File: src/rtl/instr_fetch_ctrl_pkg.sv
// Shared types and constants for the instruction fetch controller.
// Holds the queue entry layout, fetch state encoding and PC range check.
package instr_fetch_ctrl_pkg;

  localparam logic [31:0] RESET_PC_DEF = 32'h0000_3000;
  localparam logic [4:0]  EXC_ADEL     = 5'd4;
  localparam int          ENTRY_W      = 65;

  typedef struct packed {
    logic [31:0] pc;
    logic [31:0] instr;
    logic        exc;
  } fetch_entry_t;

  typedef enum logic {
    ST_RUN  = 1'b0,
    ST_HALT = 1'b1
  } fetch_st_t;

  // Word aligned and inside the imem window. The limit is
  // 33 bits wide so ADR_BITS=30 does not wrap to zero.
  function automatic logic pc_in_range(
    input logic [31:0] pc,
    input logic [31:0] base,
    input int unsigned adr_bits
  );
    logic [31:0] off;
    logic [32:0] lim;
    off = pc - base;
    lim = 33'd4 << adr_bits;
    return (pc[1:0] == 2'b00) && ({1'b0, off} < lim);
  endfunction

endpackage

File: src/rtl/instr_fetch_ctrl_if.sv
// Fetch bus: redirect in, imem address/data, decode handshake out.
// master = fetch controller, slave = memory/decode/execute side.
interface instr_fetch_ctrl_if;

  logic        redirect_valid;
  logic [31:0] redirect_pc;
  logic [31:0] imem_addr;
  logic [31:0] imem_instr;
  logic        out_valid;
  logic        out_ready;
  logic [31:0] out_instr;
  logic [31:0] out_pc;
  logic        out_exc;

  modport master (
    input  redirect_valid,
    input  redirect_pc,
    input  imem_instr,
    input  out_ready,
    output imem_addr,
    output out_valid,
    output out_instr,
    output out_pc,
    output out_exc
  );

  modport slave (
    output redirect_valid,
    output redirect_pc,
    output imem_instr,
    output out_ready,
    input  imem_addr,
    input  out_valid,
    input  out_instr,
    input  out_pc,
    input  out_exc
  );

endinterface

File: src/rtl/instr_fetch_ctrl_queue.sv
// DEPTH x 65-bit fetch FIFO; clear beats push, head is 0 when empty.
// Ports: clk, reset, i_push, i_pop, i_clear, i_din, o_count, o_valid, o_head.
module instr_fetch_ctrl_queue
  import instr_fetch_ctrl_pkg::*;
#(
  parameter int DEPTH = 2
) (
  input  logic                       clk,
  input  logic                       reset,
  input  logic                       i_push,
  input  logic                       i_pop,
  input  logic                       i_clear,
  input  fetch_entry_t               i_din,
  output logic [$clog2(DEPTH):0]     o_count,
  output logic                       o_valid,
  output fetch_entry_t               o_head
);

  localparam int PW = $clog2(DEPTH);
  localparam int CW = PW + 1;

  fetch_entry_t   r_mem [DEPTH];
  logic [PW-1:0]  r_wp;
  logic [PW-1:0]  r_rp;
  logic [CW-1:0]  r_cnt;

  logic w_pop;
  logic w_push;
  logic w_full;

  assign w_full = (r_cnt == CW'(DEPTH));
  assign w_pop  = i_pop & (r_cnt != '0);
  assign w_push = i_push & (~w_full | w_pop);

  always_ff @(posedge clk or posedge reset) begin
    if (reset) begin
      r_wp  <= '0;
      r_rp  <= '0;
      r_cnt <= '0;
    end else if (i_clear) begin
      r_wp  <= '0;
      r_rp  <= '0;
      r_cnt <= '0;
    end else begin
      if (w_push) r_wp <= r_wp + 1'b1;
      if (w_pop)  r_rp <= r_rp + 1'b1;
      unique case ({w_push, w_pop})
        2'b10:   r_cnt <= r_cnt + 1'b1;
        2'b01:   r_cnt <= r_cnt - 1'b1;
        default: r_cnt <= r_cnt;
      endcase
    end
  end

  // Storage needs no reset; validity lives in r_cnt.
  always_ff @(posedge clk) begin
    if (w_push && !i_clear) r_mem[r_wp] <= i_din;
  end

  assign o_count = r_cnt;
  assign o_valid = (r_cnt != '0);
  assign o_head  = o_valid ? r_mem[r_rp] : '0;

endmodule

File: src/rtl/instr_fetch_ctrl.sv
// Fetch controller: owns the PC, reads imem, queues words for decode.
// Ports: clk, reset (async, active-high), bus (fetch bus master modport).
module instr_fetch_ctrl
  import instr_fetch_ctrl_pkg::*;
#(
  parameter logic [31:0] RESET_PC = RESET_PC_DEF,
  parameter int          ADR_BITS = 10,
  parameter int          DEPTH    = 2
) (
  input  logic                clk,
  input  logic                reset,
  instr_fetch_ctrl_if.master  bus
);

  localparam int CW = $clog2(DEPTH) + 1;

  logic [31:0]   r_pc;
  fetch_st_t     r_state;

  logic          w_ok;
  logic          w_pop;
  logic          w_push;
  logic          w_qvalid;
  logic [CW-1:0] w_cnt;
  fetch_entry_t  w_din;
  fetch_entry_t  w_head;

  assign w_ok  = pc_in_range(r_pc, RESET_PC, ADR_BITS);
  assign w_pop = w_qvalid & bus.out_ready;

  // A pop frees a slot in the same cycle, so a full
  // queue still streams one word per cycle.
  assign w_push = ~bus.redirect_valid
                & (r_state == ST_RUN)
                & ((w_cnt < CW'(DEPTH)) | w_pop);

  assign w_din.pc    = r_pc;
  assign w_din.instr = w_ok ? bus.imem_instr : 32'h0;
  assign w_din.exc   = ~w_ok;

  always_ff @(posedge clk or posedge reset) begin
    if (reset) begin
      r_pc    <= RESET_PC;
      r_state <= ST_RUN;
    end else begin
      unique case (1'b1)
        bus.redirect_valid: begin
          r_pc    <= bus.redirect_pc;
          r_state <= ST_RUN;
        end
        w_push && w_ok: r_pc <= r_pc + 32'd4;
        // The faulting entry is the last one until redirect.
        w_push && !w_ok: r_state <= ST_HALT;
        default: ;
      endcase
    end
  end

  instr_fetch_ctrl_queue #(
    .DEPTH (DEPTH)
  ) u_queue (
    .clk     (clk),
    .reset   (reset),
    .i_push  (w_push),
    .i_pop   (w_pop),
    .i_clear (bus.redirect_valid),
    .i_din   (w_din),
    .o_count (w_cnt),
    .o_valid (w_qvalid),
    .o_head  (w_head)
  );

  assign bus.imem_addr = r_pc;
  assign bus.out_valid = w_qvalid;
  assign bus.out_pc    = w_head.pc;
  assign bus.out_instr = w_head.instr;
  assign bus.out_exc   = w_head.exc;

endmodule

File: src/flat_wrapper.sv
// flat-port wrapper written by rule: the top's interface ports become plain ports
module instr_fetch_ctrl_flat import instr_fetch_ctrl_pkg::*;
#(
  parameter logic [31:0] RESET_PC = RESET_PC_DEF,
  parameter int          ADR_BITS = 10,
  parameter int          DEPTH    = 2
)
  (clk, reset, bus_redirect_valid, bus_redirect_pc, bus_imem_instr, bus_out_ready, bus_imem_addr, bus_out_valid, bus_out_instr, bus_out_pc, bus_out_exc);
  instr_fetch_ctrl_if bus_i ();
  input  logic clk;
  input  logic reset;
  input wire logic [$bits(bus_i.redirect_valid)-1:0] bus_redirect_valid;
  input wire logic [$bits(bus_i.redirect_pc)-1:0] bus_redirect_pc;
  input wire logic [$bits(bus_i.imem_instr)-1:0] bus_imem_instr;
  input wire logic [$bits(bus_i.out_ready)-1:0] bus_out_ready;
  output wire logic [$bits(bus_i.imem_addr)-1:0] bus_imem_addr;
  output wire logic [$bits(bus_i.out_valid)-1:0] bus_out_valid;
  output wire logic [$bits(bus_i.out_instr)-1:0] bus_out_instr;
  output wire logic [$bits(bus_i.out_pc)-1:0] bus_out_pc;
  output wire logic [$bits(bus_i.out_exc)-1:0] bus_out_exc;
  assign bus_i.redirect_valid = bus_redirect_valid;
  assign bus_i.redirect_pc = bus_redirect_pc;
  assign bus_i.imem_instr = bus_imem_instr;
  assign bus_i.out_ready = bus_out_ready;
  assign bus_imem_addr = bus_i.imem_addr;
  assign bus_out_valid = bus_i.out_valid;
  assign bus_out_instr = bus_i.out_instr;
  assign bus_out_pc = bus_i.out_pc;
  assign bus_out_exc = bus_i.out_exc;
  instr_fetch_ctrl #(.RESET_PC(RESET_PC), .ADR_BITS(ADR_BITS), .DEPTH(DEPTH)) u_core (.clk(clk), .reset(reset), .bus(bus_i));
endmodule
File: config.mk
export PLATFORM = sky130hd
export DESIGN_NAME = instr_fetch_ctrl_flat
export DESIGN_NICKNAME = d
export VERILOG_FILES = /design/src/rtl/instr_fetch_ctrl_pkg.sv /design/src/rtl/instr_fetch_ctrl_if.sv /design/src/rtl/instr_fetch_ctrl_queue.sv /design/src/rtl/instr_fetch_ctrl.sv /design/src/flat_wrapper.sv
export SDC_FILE = /design/constraint.sdc
export NUM_CORES = 1
export LEC_CHECK = 0
export ABC_AREA = 1
export CORE_ASPECT_RATIO = 1.25
export CORE_MARGIN = 5
export CORE_UTILIZATION = 25
export DETAILED_ROUTE_END_ITERATION = 12
export SYNTH_ARGS = -nofsm -noshare
export SYNTH_HDL_FRONTEND = slang
export SYNTH_SLANG_ARGS = --single-unit
File: constraint.sdc
create_clock -name clk -period 8.3 [get_ports clk]
set_input_delay 1.66 -clock clk [delete_from_list [all_inputs] [get_ports clk]]
set_output_delay 1.66 -clock clk [all_outputs]
set_load 0.01 [all_outputs]
==> impl_metrics.toml, run 1 <==
[sta]
slew_headroom_pct = 23.9
post-route-period-util_pct = 56.9
worst_pin_slew_ps = 1140
setup_violations = 0
finClkSkew_ps = 11.2
finalHoldViolCount = 0
rsz0062_at_grt = "false"
slew_violations = 0
finalSetupTns_ps = 0
fmax_mhz = 212
layout_min_cycle_time_ps = 4720

[routing]
via_per_inst = 4.19
totalWireLength_mm = 19.7
met2WireLength_mm = 10.4
dr.pass1.iters = 5
drc = 0
drt_iter0_markers = 267
wl_met3_um = 976
met1_length_mm = 7.96
topRoutingLayerUsed = "met4"
vias = 5381
drtAntennaViolNets = 0
routedWlPerCell_um = 15.3

[clock_tree]
htreeDepth = 4
path_clk_slew_ps = 60
cts_tree = "done"
ctsHoldBuffers = 0
cts.sinks = 167
post_cts_buffers = 0
cts_resized = 0
cts.path.max_buffers = 2
worstSkewPairLatency_ps = 410
numCtsBuffers = 17
root_buffer = "clkbuf_16"

[critical_path]
timing.rr.end = "u_core.u_queue.r_mem[1][33]$_DFFE_PP_"
reg2reg_depth = 4
end_kind = "flop"
reg2reg_from = "u_core.u_queue.o_count[1]$_DFFE_PP0P_"
crit_family = "buffers and inverters"
critPathMaxStageDelay_ps = 960
crit_required_ps = 8350
worst-path-buf-inv = 4
start_kind = "input pin"
worst-setup-path-type = "input pin to flop"
crit_path_start = "bus_redirect_valid"
slowest_stage = "nor2_4"
rrSetupSlack_ps = 5590
cp_max_fo = 37
cpMostUsedCell = "buf_4"
path_cells = "clkdlybuf4s50_1, buf_4, inv_2, nand3_1, nor2_4, buf_4"
arrival_ps = 4780

[synth]
syn_area_per_cell_um2 = 9.91
synth_warnings = 0
synth.most_common_cell = "nand2_1"
yosys-top-cells-count = "nand2_1, edfxtp_1, a21oi_1"
synthTopCellsByArea = "edfxtp_1, nand2_1, dfrtp_1, a21oi_1, buf_4"
synthArstFlopShare_pct = 22.2
syn_area_um2 = 7470
ys_ff_latch = 167
synth-seq-area-share_pct = 64.7
yosys.area.top_type = "edfxtp_1"
netlist_instances = 754
yosysTopAreaCellShare_pct = 52.3
synth_fp_nets = 823
synth_edf_count = 130
synth_top_flop_cell = "edfxtp_1"
synth_cell_type_count = 25

[flow_run]
maxCapViolCount = 0

[place]
io_buffers = 165
hpwlAfterDp_mm = 13.5
place.gp.congestion = 0.794

[die]
start_util_pct = 25.5
ioPinCount = 166
dieWidth_um = 165
rows = 70
die_h_um = 203
coreArea_um2 = 29300
die_area_um2 = 33500

[min_path]
holdPathEnd = "u_core.u_queue.r_mem[1][34]$_DFFE_PP_"
holdCritStartpoint = "u_core.bus.imem_addr[1]$_DFFE_PP0P_"
min_path_type = "flop to flop"
min_path_cells = 0

[grt]
grt_pass1_vias = 5349
grt_pass1_wl_mm = 30.0
grt_max_degree = 68
gr-total-overflow = 0
track_usage_pct = 11.7
antenna_found_initial = 0

[power]
vdd_drop_max_mv = 0.137
leakage_nw = 3.87
cellPowerDensity_nw_per_um2 = 273
p_total_mw = 2.70

[run_status]
status = "finished clean"

[finish]
post_route_cells_drive_above_1_share_pct = 5.74
register_area_um2 = 4830
area_growth_syn_to_layout_pct = 32.8
antenna_cells = 0
final_nets = 945
fill_cells = 2994
multi_input_area_um2 = 2040
## report_power, final
part           internal, mW  switching (mW)  total [mW]
clock                 0.511           0.306       0.816
combinational         0.384           0.460       0.843
sequential            0.991          0.0537        1.04
total                  1.89           0.819        2.70
## per-layer routing
layer  global-route usage (%)  vias up
met5                        0        -
met4                     4.01        0
met3                     2.67       18
met2                     20.9      136
met1                     13.7     2529
li1                         -     2698
## flip-flops by register name, indices dropped and copies added (netlist names)
signal / flops
u_core.u_queue.r_rp: 1
u_core.bus.imem_addr: 32
u_core.r_state: 1
u_core.u_queue.r_mem: 130
u_core.u_queue.o_count: 2
u_core.u_queue.r_wp: 1
## kinds of logic after synthesis
kind of cell | Yosys count | share of synthesized area [%]
AND/OR/NAND/NOR | 370 | 20.2
flip-flops | 167 | 64.7
buffers and inverters | 126 | 8.31
AO/OA/AOI/OAI | 79 | 5.33
XOR/XNOR | 11 | 1.29
adder cells (fa/ha/maj) | 1 | 0.167
## cell type report
cell class,instances,area share (%)
multi-input cells,461,20.6
inverters,55,2.08
well taps,396,5.00
clock buffers,20,4.50
clock inverters,12,1.78
flip-flops and latches,167,48.7
repair buffers,174,17.3
## metrics by stage
| step | utilization [%] | hold WS [ps] | std cells | cell area, um2 | worst slack [ps] |
|---|---|---|---|---|---|
| 3_3_place_gp | 31.7 | 526 | 1253 | 9290 | 3160 |
| 4_1_cts | 33.8 | 544 | 1285 | 9920 | 3540 |
| 5_1_grt | 33.8 | 560 | 1285 | 9920 | 3340 |
| 6_report | 33.8 | 541 | 1285 | 9920 | 3580 |
| 3_5_place_dp | 31.7 | 534 | 1253 | 9290 | 3100 |
| 2_1_floorplan | - | 463 | 754 | 7470 | 2970 |
## how the worst max path moves through the flow
stage	slack [ps]	endpoint	depth (start not counted)
finish	3580	u_core.u_queue.r_mem[1][33]$_DFFE_PP_	6
global route	3340	u_core.u_queue.r_mem[0][30]$_DFFE_PP_	6
CTS	3540	u_core.u_queue.r_mem[1][31]$_DFFE_PP_	6
detailed placement	3100	u_core.u_queue.r_mem[1][37]$_DFFE_PP_	6
global placement	3160	u_core.u_queue.r_mem[1][36]$_DFFE_PP_	6
floorplan	2970	u_core.u_queue.r_mem[0][0]$_DFFE_PP_	4
## layout by cell type, fill, tap and decap left out, types with 5 or more instances in the layout
| master | n |
|---|---|
| a21oi_1 | 71 |
| buf_4 | 9 |
| clkbuf_16 | 17 |
| clkdlybuf4s50_1 | 165 |
| dfrtp_1 | 34 |
| edfxtp_1 | 130 |
| inv_1 | 52 |
| nand2_1 | 239 |
| nand3_1 | 45 |
| nand4_1 | 17 |
| nor2_1 | 58 |
| o21ai_0 | 6 |
| xnor2_1 | 5 |
| xor2_1 | 6 |
Power figures use the tool's default switching activity.
==> run 2, diff against run 1 <==
clock period = 3.9 ns   (was 8.3 ns; I/O delays follow)
==> run 2 against run 1 <==
Net effect:
- register-to-register slack worse by 4200 ps
- setup slack worse by 3200 ps
- hold slack worse by 2.9 ps
- clock power up 110%
- power up 110%
- non-clock buffer count up 3
- combinational power up 110%
- count of clock-buffer cells in the layout unchanged
- via count up 1.4%
- sequential share of layout area down 0.074 points
- first-iteration DRC count up 24%
- critical path type is now flop to output pin
- critical endpoint is now bus_out_pc[6]
==> impl_metrics.toml, run 2 (synthesis results as in run 1) <==
[critical_path]
end_kind = "output pin"
rrSetupSlack_ps = 1360
reg2reg_from = "u_core.bus.imem_addr[15]$_DFFE_PP0P_"
crit_path_start = "u_core.u_queue.r_rp$_DFFE_PP0P_"
worst-setup-path-type = "flop to output pin"
cp_max_fo = 65
crit_required_ps = 3120
arrival_ps = 2700
critPathCapture = "bus_out_pc[6]"
reg2reg_depth = 9
timing.rr.end = "u_core.u_queue.r_mem[0][11]$_DFFE_PP_"
start_kind = "flop"

[power]
vdd_drop_max_mv = 0.245
leakage_nw = 3.89
cellPowerDensity_nw_per_um2 = 581

[finish]
final_nets = 948
largest_reg_flops = 130
fill_cells = 2968
antenna_cells = 0
final_cell_mix = "nand2_1, clkdlybuf4s50_1, edfxtp_1"
final_cells = 1288
stdcell_area_um2 = 9930
post_route_cells_drive_above_1_share_pct = 5.94
area_growth_syn_to_layout_pct = 33.0
top_register = "u_core.u_queue.r_mem"
final_common_cell = "nand2_1"
final_util_pct = 33.9

[sta]
finalSetupTns_ps = 0
finalHoldViolCount = 0
slew_violations = 0
post-route-period-util_pct = 89.3
finClkSkew_ps = 8.30
fmax_mhz = 287
setup_violations = 0
hold_ws_ps = 538
worst_pin_slew_ps = 812
slew_headroom_pct = 45.9
layout_min_cycle_time_ps = 3480
rsz0062_at_grt = "false"

[flow_run]
maxCapViolCount = 0

[routing]
vias = 5456
dr.pass1.iters = 5
drt_iter0_markers = 332
totalWireLength_mm = 20.2
via_per_inst = 4.24
routedWlPerCell_um = 15.7
drc = 0
drtAntennaViolNets = 0

[grt]
track_usage_pct = 12.1
antenna_found_initial = 0
grt_pass1_wl_mm = 30.7
grt_pass1_vias = 5394
grt_max_degree = 66
gr-total-overflow = 0

[clock_tree]
worstSkewPairLatency_ps = 420
htreeDepth = 4
root_buffer = "clkbuf_16"
cts_tree = "done"
ctsHoldBuffers = 0
post_cts_buffers = 0
cts.sinks = 167
cts.path.max_buffers = 2
numCtsBuffers = 17
path_clk_slew_ps = 60
cts_resized = 0

[die]
rows = 70
dieWidth_um = 165
start_util_pct = 25.5
die_h_um = 203
ioPinCount = 166
die_area_um2 = 33500
coreArea_um2 = 29300

[place]
placed_cell_area_um2 = 9320
placed_cells = 1256
io_buffers = 165
hpwlAfterDp_mm = 13.7
place.gp.congestion = 0.788

[min_path]
min_path_type = "flop to flop"

[run_status]
status = "finished clean"
==> run 2: cell type report <==
| type | count | area [um2] | area share (%) |
|---|---|---|---|
| flip-flops and latches | 167 | 4830 | 48.7 |
| clock inverters | 12 | 179 | 1.80 |
| repair buffers | 177 | 1740 | 17.5 |
| multi-input cells | 461 | 2040 | 20.5 |
| well taps | 396 | 495 | 4.99 |
| inverters | 55 | 206 | 2.08 |
| clock buffers | 20 | 437 | 4.40 |
==> run 2: worst max-delay path, stage by stage (launching register included) <==
cell	delay (ps)
dfrtp_2	610
inv_2	100
buf_4	600
nand2_1	110
a21oi_1	220
clkdlybuf4s50_1	580
==> run 2: metal layers <==
| layer | global-route usage (%) | wire [um] | share of wire, % |
|---|---|---|---|
| met5 | 0 | 0 | 0 |
| met4 | 4.55 | 390 | 1.9 |
| met3 | 2.43 | 852 | 4.2 |
| met2 | 21.6 | 10800 | 53 |
| met1 | 14.0 | 8200 | 41 |
==> run 2: how the worst min path moves through the flow <==
stage | endpoint | startpoint | slack (ps) | cells past startpoint
6_report | u_core.u_queue.r_mem[0][34]$_DFFE_PP_ | u_core.bus.imem_addr[1]$_DFFE_PP0P_ | 540 | 0
5_1_grt | u_core.u_queue.r_mem[0][34]$_DFFE_PP_ | u_core.bus.imem_addr[1]$_DFFE_PP0P_ | 540 | 0
4_1_cts | u_core.u_queue.o_count[0]$_DFFE_PP0P_ | u_core.u_queue.o_count[0]$_DFFE_PP0P_ | 550 | 1
3_5_place_dp | u_core.u_queue.o_count[0]$_DFFE_PP0P_ | u_core.u_queue.o_count[0]$_DFFE_PP0P_ | 540 | 1
3_3_place_gp | u_core.r_state$_DFFE_PP0P_ | u_core.r_state$_DFFE_PP0P_ | 530 | 2
2_1_floorplan | u_core.u_queue.o_count[0]$_DFFE_PP0P_ | u_core.u_queue.o_count[0]$_DFFE_PP0P_ | 460 | 1
==> run 2: through the flow <==
step	setup WS (ps)	power, mW
6_report	417	5.77
3_3_place_gp	804	4.10
2_1_floorplan	-553	3.09
5_1_grt	193	6.07
3_5_place_dp	799	4.11
4_1_cts	329	5.88
==> run 2: report_power, final <==
group	internal, mW	switching, mW
Sequential	2.11	0.140
Combinational	0.821	0.949
Clock	1.07	0.678
Total	4.00	1.77
